$ cat src/rtl/regfile_dump_ctrl.sv
`default_nettype none
// ============================================================================
// regfile_dump_ctrl : runs the CPU for a programmed number of cycles, then
//                     freezes it and streams every register out over valid/ready.
// Rev 1.0
// ============================================================================
module regfile_dump_ctrl #(
   parameter int NUM_REGS = 32,
   parameter int IDX_W    = 5,
   parameter int DATA_W   = 32,
   parameter int CYC_W    = 16
) (
   input  logic              clk_i,
   input  logic              rst_ni,
   input  logic              start_i,
   input  logic [CYC_W-1:0]  num_cycles_i,
   input  logic [IDX_W-1:0]  cpu_readRegA_i,
   output logic [IDX_W-1:0]  rf_readRegA_o,
   input  logic [DATA_W-1:0] rf_dataA_i,
   output logic              cpu_run_o,
   output logic              busy_o,
   output logic              done_o,
   output logic [CYC_W-1:0]  cycle_count_o,
   output logic              dump_valid_o,
   input  logic              dump_ready_i,
   output logic [IDX_W-1:0]  dump_idx_o,
   output logic [DATA_W-1:0] dump_data_o
);

   localparam logic [IDX_W-1:0] LAST_IDX = IDX_W'(NUM_REGS - 1);

   typedef enum logic [2:0] {
      S_IDLE     = 3'd0,
      S_RUN      = 3'd1,
      S_SCAN_RD  = 3'd2,
      S_SCAN_OUT = 3'd3,
      S_DONE     = 3'd4
   } state_e;

   state_e              state_q;
   logic [CYC_W-1:0]    num_q;
   logic [CYC_W-1:0]    cycle_count_q;
   logic [CYC_W-1:0]    cycle_count_d;
   logic [IDX_W-1:0]    idx_q;
   logic [DATA_W-1:0]   dump_data_q;
   logic                cpu_run_q;
   logic                busy_q;
   logic                done_q;
   logic                dump_valid_q;
   logic                scan_sel;

   assign cycle_count_d = cycle_count_q + 1'b1;
   assign scan_sel      = (state_q == S_SCAN_RD) || (state_q == S_SCAN_OUT);

   // The controller owns regfile port A only while scanning.
   assign rf_readRegA_o = scan_sel ? idx_q : cpu_readRegA_i;

   assign cpu_run_o     = cpu_run_q;
   assign busy_o        = busy_q;
   assign done_o        = done_q;
   assign cycle_count_o = cycle_count_q;
   assign dump_valid_o  = dump_valid_q;
   assign dump_idx_o    = idx_q;
   assign dump_data_o   = dump_data_q;

   always_ff @(posedge clk_i or negedge rst_ni) begin
      if (!rst_ni) begin
         state_q       <= S_IDLE;
         num_q         <= '0;
         cycle_count_q <= '0;
         idx_q         <= '0;
         dump_data_q   <= '0;
         cpu_run_q     <= 1'b0;
         busy_q        <= 1'b0;
         done_q        <= 1'b0;
         dump_valid_q  <= 1'b0;
      end else begin
         case (state_q)
            S_IDLE, S_DONE: begin
               if (start_i) begin
                  num_q         <= num_cycles_i;
                  cycle_count_q <= '0;
                  idx_q         <= '0;
                  done_q        <= 1'b0;
                  busy_q        <= 1'b1;
                  if (num_cycles_i == '0) begin
                     state_q <= S_SCAN_RD;
                  end else begin
                     cpu_run_q <= 1'b1;
                     state_q   <= S_RUN;
                  end
               end
            end
            S_RUN: begin
               cycle_count_q <= cycle_count_d;
               if (cycle_count_d == num_q) begin
                  cpu_run_q <= 1'b0;
                  idx_q     <= '0;
                  state_q   <= S_SCAN_RD;
               end
            end
            S_SCAN_RD: begin
               dump_data_q  <= rf_dataA_i;
               dump_valid_q <= 1'b1;
               state_q      <= S_SCAN_OUT;
            end
            S_SCAN_OUT: begin
               if (dump_ready_i) begin
                  dump_valid_q <= 1'b0;
                  if (idx_q == LAST_IDX) begin
                     busy_q  <= 1'b0;
                     done_q  <= 1'b1;
                     state_q <= S_DONE;
                  end else begin
                     idx_q   <= idx_q + 1'b1;
                     state_q <= S_SCAN_RD;
                  end
               end
            end
            default: begin
               cpu_run_q    <= 1'b0;
               busy_q       <= 1'b0;
               done_q       <= 1'b0;
               dump_valid_q <= 1'b0;
               state_q      <= S_IDLE;
            end
         endcase
      end
   end

endmodule
`default_nettype wire

$ cat config.mk
export PLATFORM = sky130hd
export DESIGN_NAME = regfile_dump_ctrl
export DESIGN_NICKNAME = d
export VERILOG_FILES = /design/src/rtl/regfile_dump_ctrl.sv
export SDC_FILE = /design/constraint.sdc
export NUM_CORES = 1
export LEC_CHECK = 0
export CAP_MARGIN = 5
export CORE_UTILIZATION = 51
export CTS_CLUSTER_SIZE = 12
export DETAILED_ROUTE_END_ITERATION = 10
export PLACE_DENSITY = 0.86
export SETUP_SLACK_MARGIN = 0.15
export SYNTH_ARGS = -nofsm -noshare
export SYNTH_HDL_FRONTEND = slang
export SYNTH_SLANG_ARGS = --single-unit
$ cat constraint.sdc
create_clock -name clk_i -period 6.5 [get_ports clk_i]
set_clock_uncertainty 0.2 [all_clocks]
set_input_delay 1.3 -clock clk_i [delete_from_list [all_inputs] [get_ports clk_i]]
set_output_delay 1.3 -clock clk_i [all_outputs]
set_load 0.02 [all_outputs]
## Word-level counts from Yosys, hierarchy flattened

Index checks and enable logic that the tools add are counted.

| word-level totals | value |
|---|---|
| input port bits | 57 |
| word-level logic and storage cells | 70 |
| output and inout bits | 62 |
| register bits | 76 |

| cells by class | value |
|---|---|
| reduce and logical (&&, ||, !) cells | 16 |
| muxes and demuxes | 28 |
| equal/unequal tests | 12 |
| add/subtract/negate cells | 2 |
| bitwise operators | 3 |

Operator list:

| kind | number |
|---|---|
| $pmux 16 s2 | 1 |
| $mux 5 | 5 |
| $add 16x1->16 const B | 1 |
| $eq 16x16->1 | 1 |
| $logic_not 16->1 | 1 |
| $mux 16 | 1 |
| $pmux 5 s3 | 1 |
| $mux 3 | 4 |
| $pmux 1 s3 | 4 |
| $pmux 3 s4 | 1 |
| $mux 1 | 10 |
| $ne 2x2->1 const B | 5 |
| $reduce_and 4->1 | 2 |
| $eq 3x2->1 const B | 2 |
| $reduce_and 2->1 | 3 |
| $reduce_or 2->1 | 3 |
| $add 5x1->5 const B | 1 |
| $eq 5x5->1 const B | 1 |
| $reduce_and 5->1 | 1 |
| $eq 3x1->1 const B | 1 |
| $eq 3x3->1 const B | 1 |
| $logic_not 3->1 | 1 |
| $not 1->1 | 3 |
| $reduce_and 3->1 | 1 |
| 6 further kinds | 6 |

## Depth between registers and ports, before layout

Gate-level depths: netlist of run 1.

| logic depth | value |
|---|---|
| word-level depth | 4 |
| mapped depth | 10 |
| depth with buffers taken out | 9 |

## Least setup slack after synthesis of run 1

OpenSTA, ideal clock, no wires.

| path | value |
|---|---|
| path kind | input port to output port |
| start | input cpu_readRegA_i[0] |
| end | output rf_readRegA_o[0] |
| stages | 1 |
| slack | 3395 ps |
| data arrival time | 1605 ps |
| required time | 5000 ps |
| path buffers | 0 |
| cell sequence | mux2_2 |

| between the ends | value |
|---|---|
| longest elaborated chain between the ends | 1 |

Ends and longest elaborated chain:

| element | line | RTL |
|---|---|---|
| start: declaration | 17 | `input logic [IDX_W-1:0] cpu_readRegA_i,` |
| $mux 5 | 56 | `assign rf_readRegA_o = scan_sel ? idx_q : cpu_readRegA_i;` |
| end: declaration | 18 | `output logic [IDX_W-1:0] rf_readRegA_o,` |

No other way between the ends.

## Worst setup path in the final report of run 1

| path | value |
|---|---|
| start | input cpu_readRegA_i[4] |
| end | output rf_readRegA_o[4] |

The elaborated chain is that of the path after synthesis.

==> metrics.md, run 1 <==
| Metric | Value |
|---|---|
| Vias/cell | 5.76 |
| Layout Nets | between 500 and 600 |
| Vias | 3,454 |
| Yosys warning count | 0 |
| Top Ports | 119 |
| Sequential share of power | 35.5% |
| Syn_nets | 445 |
| Sequential-to-total area share from yosys stat | 49.5% |
| Most used DFF post-synth | dfrtp_1 |
| First-pass GRT wire length | 16.1 mm |
| Commonest non-fill, non-tap cell in the layout | clkdlybuf4s50_1 |
| Share of cells above drive strength 1 | a little over an eighth |
| Leakage | ~2.2 nW |
| Total gr overflow | 0 |
| Max VDD drop | roughly 0.0003 V |
| CTS Hold Bufs | 0 |
| Final Util | between 70 and 80% |
| Final setup viols | 0 |
| CP arrival | 2.55 ns |
| DRC viols | 0 |
| Internal | around 1.6 mW |
| FP Rows | 31 |
| CP Capture Type | primary output |
| Synthesized cell area | about 0.0038 sq mm |
| Crit Path Max Fanout | 1 |
| # clock sinks | 76 |
| Worst skew pair latency | 0.35 ns |
| Post-route ant nets | 0 |
| Post-synth EDFFs | 0 |
| Antenna diodes | 0 |
| Setup TNS | 0 ns |
| Die footprint | ~0.008 sq mm |
| Period utilisation layout | ~62% |
| Final hold vios | 0 |
| Antenna violations before repair | 0 |
| Post-Syn Area per Cell | 9.98 sq um |
| Root Buffer | clkbuf_8 |
| Minimum clock period | 4.05 ns |
| Setup bufs post-CTS | 0 |
| Power density over the cells | 489 mW/mm^2 |
| CTS resizes | 0 |
| CTS Buffer Depth | 2 |
| Status | finished clean |
| Comb power frac | 48.4% |
| Max-slew headroom | 30.7% |
| Switching power | 1.05 mW |
| Initial Utilization | 53.0% |
| Least-Margin Pin Slew | 1.04 ns |
| Number of DRC markers in iteration 0 | about 170 |
| Slew Viols, Final | 0 |
| CTS tree | yes |
| Max Cap Viol | 0 |
| Sw frac | 40.3% |
| Clock transition at path regs | 0.08 ns |
| Async set-reset flop share out of synthesis | 100% |
| H-tree levels | 3 |
| IO buf count | 118 |
| GRT Overall Usage | between 20% and 30% |
| CP required | 5.00 ns |
| Count of cell types in the netlist | 55 |
| Routed Wire Length | 10.1 mm |
| RePlAce Congestion | 0.833 |
| Pin count of the biggest net entering global routing | 77 |
| Post-DP HPWL | 7.13 mm |
| TritonRoute pass-1 iters | 4 |
| Area Overhead vs Synth | 38.3% |
| Die Height | roughly 90 um |
| Wirelength per Cell | between 15 and 20 um |
| Clock power share | around 16% |
| Fmax | 247 MHz |
| Post-synthesis cell count | 385 |
| CP Class | input port to primary output |
| Synthesis-stage register bit count | 76 |
| Worst Hold Class | flip-flop to flip-flop |
| Total CTS buffers | 9 |
| Critical path launch point type | input port |
| Number of global-route vias before repair | 3,467 |
| PnR Total Power | around 2.6 mW |
| Die width | 88.8 um |
| CORE AREA | 0.00725 sq mm |
| Commonest cells after routing, fill and taps aside | clkdlybuf4s50_1, dfrtp_1, nand2_1 |
| RSZ-0062 raised after global routing | false |
-- kinds of logic after synthesis --
kind of cell	after synthesis	share of synthesized area [%]
AOI/OAI and AO/OA	77	12.9
xor gates and xnor gates	15	3.42
adders and majority gates	3	0.977
buffers and inverters	26	2.67
DFF	76	49.5
muxes	38	11.0
and+or+nand+nor	150	19.4
-- power by group through the flow --
stage | clock network [mW] | logic (mW) | registers [mW]
CTS | 0.421 | 1.26 | 0.921
global route | 0.442 | 1.36 | 0.956
detailed placement | 0 | 1.25 | 0.927
finish | 0.417 | 1.26 | 0.922
floorplan | 0 | 0.563 | 1.06
global placement | 0 | 1.22 | 0.905
-- stage by stage --
step / worst slack, ns / hold slack (ns) / std cells / cell area, sq um
floorplan: 3.39 / 0.260 / 385 / 3840
global placement: 2.47 / 0.284 / 584 / 5080
detailed placement: 2.46 / 0.285 / 584 / 5080
CTS: 2.45 / 0.306 / 600 / 5310
global route: 2.40 / 0.322 / 600 / 5310
finish: 2.45 / 0.307 / 600 / 5310
-- area by class of cell --
| type | count | area (sq um) |
|---|---|---|
| sequential | 76 | 1900 |
| fill | 523 | 1940 |
| clock inverter | 7 | 106 |
| clock buffer | 9 | 124 |
| timing repair buffer | 120 | 1190 |
| multi-input combinational | 283 | 1840 |
| tap | 99 | 124 |
| inverter | 6 | 22.5 |
-- synthesized netlist by cell type (3+ instances only) --
library cell  number  share of area [%]
ha_1               3               0.98
xor2_1             7                1.6
buf_2              4               0.52
nand3_1            8                1.0
nor3_1             6               0.78
nand2b_1           3               0.49
o31ai_1           10                2.0
dfrtp_1           76                 50
a21oi_1            7               0.91
inv_1              6               0.59
and3_1             5               0.81
xnor2_1            8                1.8
mux2_2            35                 10
and2_1             3               0.49
nor4_1             7                1.1
mux2i_1            3               0.78
a31oi_1            6               0.98
nand2_1           75                7.3
clkbuf_1          15                1.5
nor2_1            24                2.3
o21ai_0           33                4.3
-- per-layer routing --
| layer | part of all wire [%] | GRT usage (%) |
|---|---|---|
| met4 | 1.9 | 11.9 |
| met3 | 9.5 | 9.33 |
| met5 | 0 | 0 |
| met2 | 50 | 46.3 |
| met1 | 38 | 31.3 |
-- critical path, cell delays in order --
cell and delay (ns):
clkdlybuf4s50_1 0.47, nand2_1 0.06, o21ai_0 0.09, clkdlybuf4s50_1 0.64
-- worst paths after layout --
kind                                    from          endpoint  slack, ns  depth (start not counted)
max                        cpu_readRegA_i[4]  rf_readRegA_o[4]       2.45                          4
min                                 num_q[1]          num_q[1]       0.31                          2
max reg2reg                 cycle_count_o[0]     dump_idx_o[4]       3.31                          9
min reg2reg                         num_q[1]          num_q[1]       0.31                          2
max in group asynchronous             rst_ni     dump_idx_o[0]       4.59                          1
min in group asynchronous             rst_ni  cycle_count_o[2]       0.90                          1
-- flip-flops by register name, summed over array words and instances, names as in the netlist --
| signal | cells |
|---|---|
| dump_data_o | 32 |
| cpu_run_o | 1 |
| cycle_count_o | 16 |
| state_q | 3 |
| busy_o | 1 |
| num_q | 16 |
| done_o | 1 |
| dump_valid_o | 1 |
| dump_idx_o | 5 |
(Power assumes the default switching activity.)
==> run 2: changes to the inputs <==
--- a/config.mk
+++ b/config.mk
@@ -6,10 +6,10 @@
 export NUM_CORES = 1
 export LEC_CHECK = 0
 export CAP_MARGIN = 5
-export CORE_UTILIZATION = 51
+export CORE_UTILIZATION = 47
 export CTS_CLUSTER_SIZE = 12
 export DETAILED_ROUTE_END_ITERATION = 10
-export PLACE_DENSITY = 0.86
+export PLACE_DENSITY = 0.8
 export SETUP_SLACK_MARGIN = 0.15
 export SYNTH_ARGS = -nofsm -noshare
 export SYNTH_HDL_FRONTEND = slang
==> constraint.sdc (replaced) <==
create_clock -name clk_i -period 3.8 [get_ports clk_i]
set_clock_uncertainty 0.2 [all_clocks]
set_input_delay 0.76 -clock clk_i [delete_from_list [all_inputs] [get_ports clk_i]]
set_output_delay 0.76 -clock clk_i [all_outputs]
set_load 0.02 [all_outputs]
==> run 2 against run 1 <==
Total power grew 67%. Clock power grew 45%. Global-route usage is 3.1 points lower. Die area increased by 8.3%. Core utilization decreased by 5.5 points. Combinational power is 71% higher. Via count is 0.75% lower. Critical endpoint is now rf_readRegA_o[0]. Largest cell class unchanged.
==> metrics.md, run 2 (synthesis gave the netlist of run 1 again) <==
| Metric | Value |
|---|---|
| Routed Wire Length | between 9 and 10 mm |
| Final setup viols | 0 |
| Setup TNS | 0 ns |
| CP Capture Type | primary output |
| Commonest cells after routing, fill and taps aside | clkdlybuf4s50_1, dfrtp_1, nand2_1 |
| Die footprint | between 0.008 and 0.009 sq mm |
| Final hold vios | 0 |
| Antenna diodes | 0 |
| GRT Overall Usage | 24.1% |
| Layout Nets | roughly 560 |
| Antenna violations before repair | 0 |
| Period utilisation layout | between 80% and 90% |
| Setup WS post-layout | 0.594 ns |
| Commonest non-fill, non-tap cell in the layout | clkdlybuf4s50_1 |
| Worst slack at placement | 0.492 ns |
| Hold path endpoint | num_q[1] |
| Top Ports | 119 |
| Max-slew headroom | 25.3% |
| Root Buffer | clkbuf_8 |
| WHS Path Cells | 2 |
| Number of global-route vias before repair | 3,472 |
| TritonRoute pass-1 iters | 5 |
| Status | finished clean |
| CTS Buffer Depth | 2 |
| RePlAce Congestion | 0.840 |
| Ordered list of cells on the worst path | nand2b_1 -> mux2_2 -> clkdlybuf4s50_1 |
| CP max stage delay | roughly 0.56 ns |
| Wirelength per Cell | 16.1 um |
| Leakage | 2.20 nW |
| Critical path launch point type | flip-flop |
| Reg2reg start | cycle_count_o[0] |
| Post-route ant nets | 0 |
| CTS Hold Bufs | 0 |
| Critical path's top delay family | flip-flops |
| Share of cells above drive strength 1 | 13.0% |
| Max VDD drop | 0.000590 V |
| Max Cap Viol | 0 |
| DRC viols | 0 |
| CP arrival | approximately 2.3 ns |
| CP Class | flip-flop to primary output |
| Post-DP HPWL | around 7 mm |
| Total CTS buffers | 9 |
| First-pass GRT wire length | approximately 16 mm |
| Die width | between 90 and 100 um |
| Minimum clock period | 3.21 ns |
| Setup bufs post-CTS | 0 |
| Number of DRC markers in iteration 0 | 175 |
| Fillers | 618 |
| RSZ-0062 raised after global routing | false |
| Power density over the cells | 819 mW/mm^2 |
| Least-Margin Pin Slew | approximately 1.1 ns |
| Vias | 3,428 |
| CTS resizes | 0 |
| PnR Total Power | roughly 4.3 mW |
| Total gr overflow | 0 |
| Vias/cell | between 5 and 6 |
| FP Rows | 32 |
| CTS tree | yes |
| Area Overhead vs Synth | 37.7% |
| R2r setup slk | 0.69 ns |
| Worst Hold Class | flip-flop to flip-flop |
| Register Area | 0.00190 sq mm |
| Worst skew pair latency | 0.34 ns |
| Multi-input gate area | 0.00184 sq mm |
| Die Height | 92.4 um |
| H-tree levels | 3 |
| IO buf count | around 120 |
| Slowest CP cell | dfrtp_1 |
| Pin count of the biggest net entering global routing | 77 |
| Max FFs per register | 32 |
| Initial Utilization | between 40% and 50% |
| CP required | about 2.8 ns |
| Slew Viols, Final | 0 |
| Reg2reg end | dump_idx_o[3] |
| R2R cell count | 9 |
| HP Start | num_q[1] |
| Fmax | 312 MHz |
| # clock sinks | 76 |
| Buf/Inv on CP | 1 |
| Clock transition at path regs | around 0.07 ns |
| Crit Path Max Fanout | 12 |
| CORE AREA | 0.00781 sq mm |
[run 2: area by class of cell]
cell class                      instances  share of cell area, %
Clock buffer                           13                   2.82
Clock inverter                          2                  0.662
Inverter                                6                  0.426
Multi-Input combinational cell        283                   34.8
Sequential cell                        76                   36.0
Tap cell                              102                   2.41
Timing Repair Buffer                  121                   22.9
[run 2: worst register-to-register path, delay by kind of cell (launching register included)]
family / cells / cell delay (ns)
muxes: 1 / 0.23
and+or+nand+nor: 3 / 0.79
DFF: 1 / 0.48
AOI/OAI and AO/OA: 4 / 1.04
adders and majority gates: 1 / 0.30
[run 2: worst max-delay path by stage]
| stage | cells after the start | slack, ns | end | start |
|---|---|---|---|---|
| finish | 3 | 0.59 | rf_readRegA_o[0] | state_q[2] |
| global route | 9 | 0.42 | dump_idx_o[4] | cycle_count_o[0] |
| CTS | 3 | 0.56 | rf_readRegA_o[0] | state_q[2] |
| detailed placement | 7 | 0.49 | cycle_count_o[14] | dump_ready_i |
| global placement | 7 | 0.58 | cycle_count_o[12] | dump_ready_i |
| floorplan | 9 | 1.05 | state_q[0] | cycle_count_o[0] |
[run 2: through the flow]
stage	instances	hold slack, ns	instance area (sq um)	util [%]
after floorplan	385	0.260	3840	-
after global placement	588	0.281	5100	65.4
after detailed placement	588	0.287	5100	65.4
after CTS	603	0.306	5290	67.7
after global routing	603	0.328	5290	67.7
final	603	0.301	5290	67.7
[run 2: report_power, final]
group          leakage, nW  switching [mW]  internal, mW
combinational         1.18            1.05          1.12
clock               0.0935           0.285         0.318
sequential           0.925           0.394          1.18
[run 2: layer usage]
metal  GRT usage, %  share of wire, %  vias to the layer above
met2           40.6                50                      149
met5              0                 0                        -
li1               -                 -                     1594
met3           8.95               8.7                       17
met1           28.2                40                     1668
met4           8.59               1.7                        0
